==> config.mk <==
export PLATFORM = sky130hd
export DESIGN_NAME = instr_fetch
export DESIGN_NICKNAME = d
export VERILOG_FILES = /design/src/rtl/rv_pkg.sv /design/src/rtl/fetch_queue.sv /design/src/rtl/instr_fetch.sv
export SDC_FILE = /design/constraint.sdc
export NUM_CORES = 1
export LEC_CHECK = 0
export CAP_MARGIN = 20
export CORE_ASPECT_RATIO = 2
export CORE_MARGIN = 2
export CORE_UTILIZATION = 40
export DETAILED_ROUTE_END_ITERATION = 8
export GPL_TIMING_DRIVEN = 0
export SETUP_SLACK_MARGIN = 0.5
export SLEW_MARGIN = 25
export SYNTH_ARGS = -nofsm -noshare
export SYNTH_HDL_FRONTEND = slang
export SYNTH_SLANG_ARGS = --single-unit
==> constraint.sdc <==
create_clock -name clk -period 10.55 [get_ports clk]
set_input_delay 2.6375 -clock clk [delete_from_list [all_inputs] [get_ports clk]]
set_output_delay 2.6375 -clock clk [all_outputs]
set_load 0.05 [all_outputs]
==> src/rtl/rv_pkg.sv <==
// Shared RV32I core constants used by the fetch stage and its neighbours.
package rv_pkg;

    localparam int XLEN = 32;
    localparam int ILEN = 32;

    localparam logic [XLEN-1:0] RESET_PC  = 32'h0000_0000;
    localparam logic [ILEN-1:0] NOP_INSTR = 32'h0000_0013;

endpackage

==> src/rtl/fetch_queue.sv <==
// Two-entry FIFO with synchronous flush; the payload width is generic so
// the same block can buffer {instr, pc} pairs anywhere in the pipeline.
module fetch_queue #(
    parameter int W = 64
) (
    input  logic         clk,
    input  logic         rst_n,
    input  logic         push_i,
    input  logic [W-1:0] push_data_i,
    input  logic         pop_i,
    input  logic         flush_i,
    output logic [W-1:0] head_o,
    output logic [1:0]   count_o,
    output logic         empty_o,
    output logic         full_o
);

    logic [W-1:0] mem_q [2];
    logic         wr_ptr_q;
    logic         rd_ptr_q;
    logic [1:0]   count_q;
    logic         do_push;
    logic         do_pop;

    assign empty_o = (count_q == 2'd0);
    assign full_o  = (count_q == 2'd2);
    assign count_o = count_q;
    assign head_o  = mem_q[rd_ptr_q];

    // A full queue still accepts a push when the head leaves in the same cycle.
    assign do_pop  = pop_i & ~empty_o;
    assign do_push = push_i & (~full_o | do_pop);

    // NOTE: registers are only ever written with non-blocking assignments so
    // every flop samples the pre-edge values of its neighbours.
    always_ff @(posedge clk or negedge rst_n) begin
        if (!rst_n) begin
            wr_ptr_q <= 1'b0;
            rd_ptr_q <= 1'b0;
            count_q  <= 2'd0;
        end else if (flush_i) begin
            wr_ptr_q <= 1'b0;
            rd_ptr_q <= 1'b0;
            count_q  <= 2'd0;
        end else begin
            if (do_push) wr_ptr_q <= ~wr_ptr_q;
            if (do_pop)  rd_ptr_q <= ~rd_ptr_q;
            count_q <= count_q + {1'b0, do_push} - {1'b0, do_pop};
        end
    end

    // NOTE: storage has no reset; count_q alone says which entries hold data.
    always_ff @(posedge clk) begin
        if (do_push && !flush_i) mem_q[wr_ptr_q] <= push_data_i;
    end

endmodule

==> src/rtl/instr_fetch.sv <==
// RV32I instruction-fetch stage: owns the PC, issues credit-limited word
// fetches, tags responses with their PC and hands them to decode.
module instr_fetch #(
    parameter int                XLEN     = rv_pkg::XLEN,
    parameter logic [XLEN-1:0]   RESET_PC = rv_pkg::RESET_PC
) (
    input  logic                    clk,
    input  logic                    rst_n,
    output logic                    imem_req,
    output logic [XLEN-1:0]         imem_addr,
    input  logic                    imem_gnt,
    input  logic                    imem_rvalid,
    input  logic [rv_pkg::ILEN-1:0] imem_rdata,
    input  logic                    redirect_valid,
    input  logic [XLEN-1:0]         redirect_pc,
    output logic                    id_valid,
    input  logic                    id_ready,
    output logic [rv_pkg::ILEN-1:0] id_instr,
    output logic [XLEN-1:0]         id_pc
);

    import rv_pkg::*;

    localparam int QW = ILEN + XLEN;

    logic [XLEN-1:0] fetch_pc_q, fetch_pc_d;
    logic [1:0]      outst_q, outst_d;
    logic [1:0]      drop_q, drop_d;
    logic            req_en_q;
    logic [XLEN-1:0] tag_q [2];
    logic            tag_wr_q, tag_rd_q;

    logic            accept, rsp, push, pop;
    logic [QW-1:0]   q_head;
    logic [1:0]      q_count;
    logic            q_empty, q_full;
    logic            unused_ok;

    assign accept = imem_req & imem_gnt;
    // A response with nothing outstanding is spurious and leaves all state alone.
    assign rsp    = imem_rvalid & (outst_q != 2'd0);
    assign push   = rsp & (drop_q == 2'd0) & ~redirect_valid;
    assign pop    = id_valid & id_ready;

    // Words in flight plus words queued never exceed the queue depth.
    assign imem_req  = req_en_q & ~redirect_valid
                     & (({1'b0, outst_q} + {1'b0, q_count}) < 3'd2);
    assign imem_addr = fetch_pc_q;

    // NOTE: every always_comb output gets a default first so no path can
    // leave it unassigned and infer a latch.
    always_comb begin
        fetch_pc_d = fetch_pc_q;
        drop_d     = drop_q;
        outst_d    = outst_q + {1'b0, accept} - {1'b0, rsp};

        if (redirect_valid) begin
            fetch_pc_d = {redirect_pc[XLEN-1:2], 2'b00};
            drop_d     = outst_d;
        end else begin
            if (accept) fetch_pc_d = fetch_pc_q + XLEN'(4);
            if (rsp && drop_q != 2'd0) drop_d = drop_q - 2'd1;
        end
    end

    always_ff @(posedge clk or negedge rst_n) begin
        if (!rst_n) begin
            fetch_pc_q <= RESET_PC;
            outst_q    <= 2'd0;
            drop_q     <= 2'd0;
            req_en_q   <= 1'b0;
            tag_wr_q   <= 1'b0;
            tag_rd_q   <= 1'b0;
        end else begin
            fetch_pc_q <= fetch_pc_d;
            outst_q    <= outst_d;
            drop_q     <= drop_d;
            req_en_q   <= 1'b1;
            if (accept) tag_wr_q <= ~tag_wr_q;
            if (rsp)    tag_rd_q <= ~tag_rd_q;
        end
    end

    // Dropped responses still retire their tag so the pair stays in order.
    always_ff @(posedge clk) begin
        if (accept) tag_q[tag_wr_q] <= fetch_pc_q;
    end

    fetch_queue #(
        .W(QW)
    ) u_queue (
        .clk        (clk),
        .rst_n      (rst_n),
        .push_i     (push),
        .push_data_i({imem_rdata, tag_q[tag_rd_q]}),
        .pop_i      (pop),
        .flush_i    (redirect_valid),
        .head_o     (q_head),
        .count_o    (q_count),
        .empty_o    (q_empty),
        .full_o     (q_full)
    );

    assign id_valid = ~q_empty;
    assign id_instr = q_empty ? NOP_INSTR : q_head[QW-1:XLEN];
    assign id_pc    = q_empty ? RESET_PC  : q_head[XLEN-1:0];

    assign unused_ok = ^{redirect_pc[1:0], q_full};

endmodule

==> out/metrics.csv <==
stage,metric,value,unit
run_status,outcome,"complete, no violations",
global_routing,grt_max_degree,45,
cells_and_area,area_growth,30.6,%
floorplanning,die_x,112,um
timing,worstMarginPinSlew,0.969,ns
synth,synth_warnings,0,
floorplanning,io-pin-count,168,
timing,fin_crit,7.12,ns
cells_and_area,diodes,0,
clock_tree,clockBufferDepth,3,
pwr,p_per_area,245,nW/um2
floorplanning,die_h,220,um
synth,syn_area,9310,um2
detailed_routing,drc,0,
floorplanning,start_util,0.404,
setup_path,r2r_start,u_queue.count_o[0],
detailed_routing,first_pass_iters,4,
synth,ys_ff_latch,225,
global_routing,grt_pass1_wl,30800,um
detailed_routing,finalWirelength,20100,um
clock_tree,clk_pin_slew,0.07,ns
setup_path,startpoint,redirect_valid,
timing,slew_headroom,0.352,
detailed_routing,vias,5593,
clock_tree,cts_root_buf,clkbuf_16,
setup_path,crit_end,imem_req,
timing,max_freq,141,MHz
synth,yosysTopAreaCell,edfxtp_1,
floorplanning,die_area,24600,um2
timing,fin_crit_sh,0.674,
clock_tree,hold_buffers,0,
placed_design,gp_congestion,0.812,
clock_tree,clock_sinks,225,
timing,setup_tns,0,ns
synth,syn_inst,620,
detailed_routing,wl_per_cell,18.1,um
global_routing,antenna_found_initial,0,
placed_design,io_buffers,161,
placed_design,hpwlAfterDp,14000,um
cells_and_area,regArea,6550,um2
setup_path,critPathKind,in2out,
setup_path,crit_fanout,4,
floorplanning,core_area,23000,um2
clock_tree,numCtsBuffers,20,
timing,drv_slew,0,
run,drv_cap,0,
timing,rsz0062_at_grt,no,
worst_hold_path,hp-class,reg2reg,
setup_path,worstPathArrival,4.48,ns
setup_path,timing.reg2reg.setup_slack,7.77,ns
clock_tree,clkLatencyLatePin,0.50,ns
worst_hold_path,hold_depth,1,
clock_tree,cts_tree,done,
synth,yosys.area.top_type_share,0.593,
setup_path,crit_required,7.91,ns
detailed_routing,routed_via_density,5.04,
synth,synth.avg_cell_area,15.0,um2
global_routing,grt_pass1_vias,5510,
cells_and_area,fillers,2026,
pwr,p_leak,4.14,nW
synth,synth_cell_types,50,
timing,hold_viol,0,
floorplanning,fp-row-count,79,
setup_path,reg2regPathDepth,11,
clock_tree,h-tree-depth,1,
cells_and_area,drive_gt1_frac,0.127,
global_routing,grt_usage,0.161,
timing,finClkSkew,0.0110,ns
detailed_routing,initialDrtViolationCount,246,
setup_path,end_kind,output port,
cells_and_area,num-nets-final,890,
setup_path,crit_path_start_kind,input pin,
clock_tree,post_cts_resized,0,
synth,synth_area_leaders,"edfxtp_1 59%, dfrtp_1 11%, mux2i_1 6.9%, mux2_2 4.1%, nor2_1 3.0%",
global_routing,grt_overflow,0,
clock_tree,post_cts_buffers,0,
detailed_routing,final_antenna_net_count,0,
setup_path,r2r_end,drop_q[1],
pwr,finalPower,2.98,mW
timing,setup_violations,0,
cells_and_area,multi_input_area,2610,um2
pwr,ir_drop,0.165,mV
synth,ys_seq_area_frac,0.704,
## cells by family (layout without fill, tap and decap cells)
| family | Yosys count | count (layout) | share of synthesized area |
|---|---|---|---|
| flip-flops | 225 | 225 | 0.704 |
| other | 2 | 5 | 0.000807 |
| AO/OA/AOI/OAI | 35 | 35 | 0.0212 |
| adder cells (fa/ha/maj) | 7 | 7 | 0.0102 |
| AND/OR/NAND/NOR | 181 | 181 | 0.105 |
| XOR/XNOR | 32 | 32 | 0.0301 |
| multiplexers | 98 | 98 | 0.110 |
| buffers and inverters | 40 | 244 | 0.0191 |
## synthesized netlist by cell type, drive strengths merged
cell type and count:
fa 1, a32o 1, or3 1, buf 17, and4 6, inv 10
nor2 74, ha 6, nor3b 3, nand2b 4, mux2 34, edfxtp 184
a22oi 1, nand2 39, nand4 14, o21ai 28, and4bb 1, nand4bb 1
nor4b 2, and3 5, clkbuf 13, conb 2, a221oi 1, nor3 5
xor2 12, a21o 2, a31oi 1, mux2i 64, dfrtp 41, a222oi 1
nand3 10, and2 4, or2 2, nor2b 3, nor4 7, xnor2 20
## cell type report
type | instances | area share
Inverter | 10 | 0.00309
Timing Repair Buffer | 168 | 0.147
Buffer | 30 | 0.0115
Tap cell | 283 | 0.0291
Sequential cell | 225 | 0.539
Clock buffer | 31 | 0.0488
Multi-Input combinational cell | 358 | 0.215
Clock inverter | 5 | 0.00628
## worst max-delay path, stage by stage
cell and delay [ns]:
clkdlybuf4s50_1 0.53, nor4b_4 0.43, clkdlybuf4s50_1 0.87
## registers in the layout (all words and copies together) (netlist names)
| register | cells |
|---|---|
| tag_rd_q | 1 |
| outst_q | 2 |
| u_queue.wr_ptr_q | 1 |
| drop_q | 2 |
| imem_addr | 30 |
| tag_wr_q | 1 |
| u_queue.mem_q | 124 |
| tag_q | 60 |
| req_en_q | 1 |
| u_queue.count_o | 2 |
| u_queue.rd_ptr_q | 1 |
## worst min-delay path by stage
stage	slack [ns]	end	from
final	0.55	tag_wr_q	tag_wr_q
after global routing	0.57	tag_q[1][9]	imem_addr[9]
after CTS	0.55	tag_wr_q	tag_wr_q
after detailed placement	0.54	outst_q[0]	outst_q[0]
after global placement	0.48	tag_wr_q	tag_wr_q
after floorplan	0.46	tag_wr_q	tag_wr_q
## stage by stage
| stage | setup WS [ns] | area (um2) | hold WS, ns | cells | utilization |
|---|---|---|---|---|---|
| final | 3.43 | 12200 | 0.550 | 1110 | 0.528 |
| after global routing | 3.42 | 12200 | 0.572 | 1110 | 0.528 |
| after CTS | 3.42 | 12200 | 0.550 | 1110 | 0.528 |
| after detailed placement | 3.43 | 11500 | 0.539 | 1074 | 0.499 |
| after global placement | 1.24 | 11300 | 0.480 | 1067 | 0.490 |
| after floorplan | 3.97 | 9320 | 0.461 | 623 | - |
## where the power goes
group / total (mW) / internal [mW] / switching [mW]
registers: 1.13 / 1.08 / 0.0568
clock network: 0.742 / 0.437 / 0.305
logic: 1.10 / 0.396 / 0.704
total: 2.98 / 1.91 / 1.07
## layer usage
layer  share of wire  track usage  vias to the layer above
li1                -            -                     2655
met1            0.44        0.217                     2761
met2            0.49        0.266                      154
met3           0.054       0.0289                       23
met4           0.020       0.0506                        0
met5               0            0                        -
## placed cells by master (no fill, tap or decap), types with 5 or more instances in the layout
master,n
inv_1,10
mux2i_1,64
nand2_1,37
mux2_2,34
nand3_1,9
clkbuf_16,21
nand4_1,12
o21ai_1,9
edfxtp_1,184
ha_1,6
clkbuf_1,19
clkdlybuf4s50_1,160
buf_2,10
o21ai_0,19
buf_16,6
xnor2_1,20
nor2_1,73
xor2_1,12
conb_1,5
dfrtp_1,41
and4_1,6
Note: power is estimated with default switching activity, not from simulation.
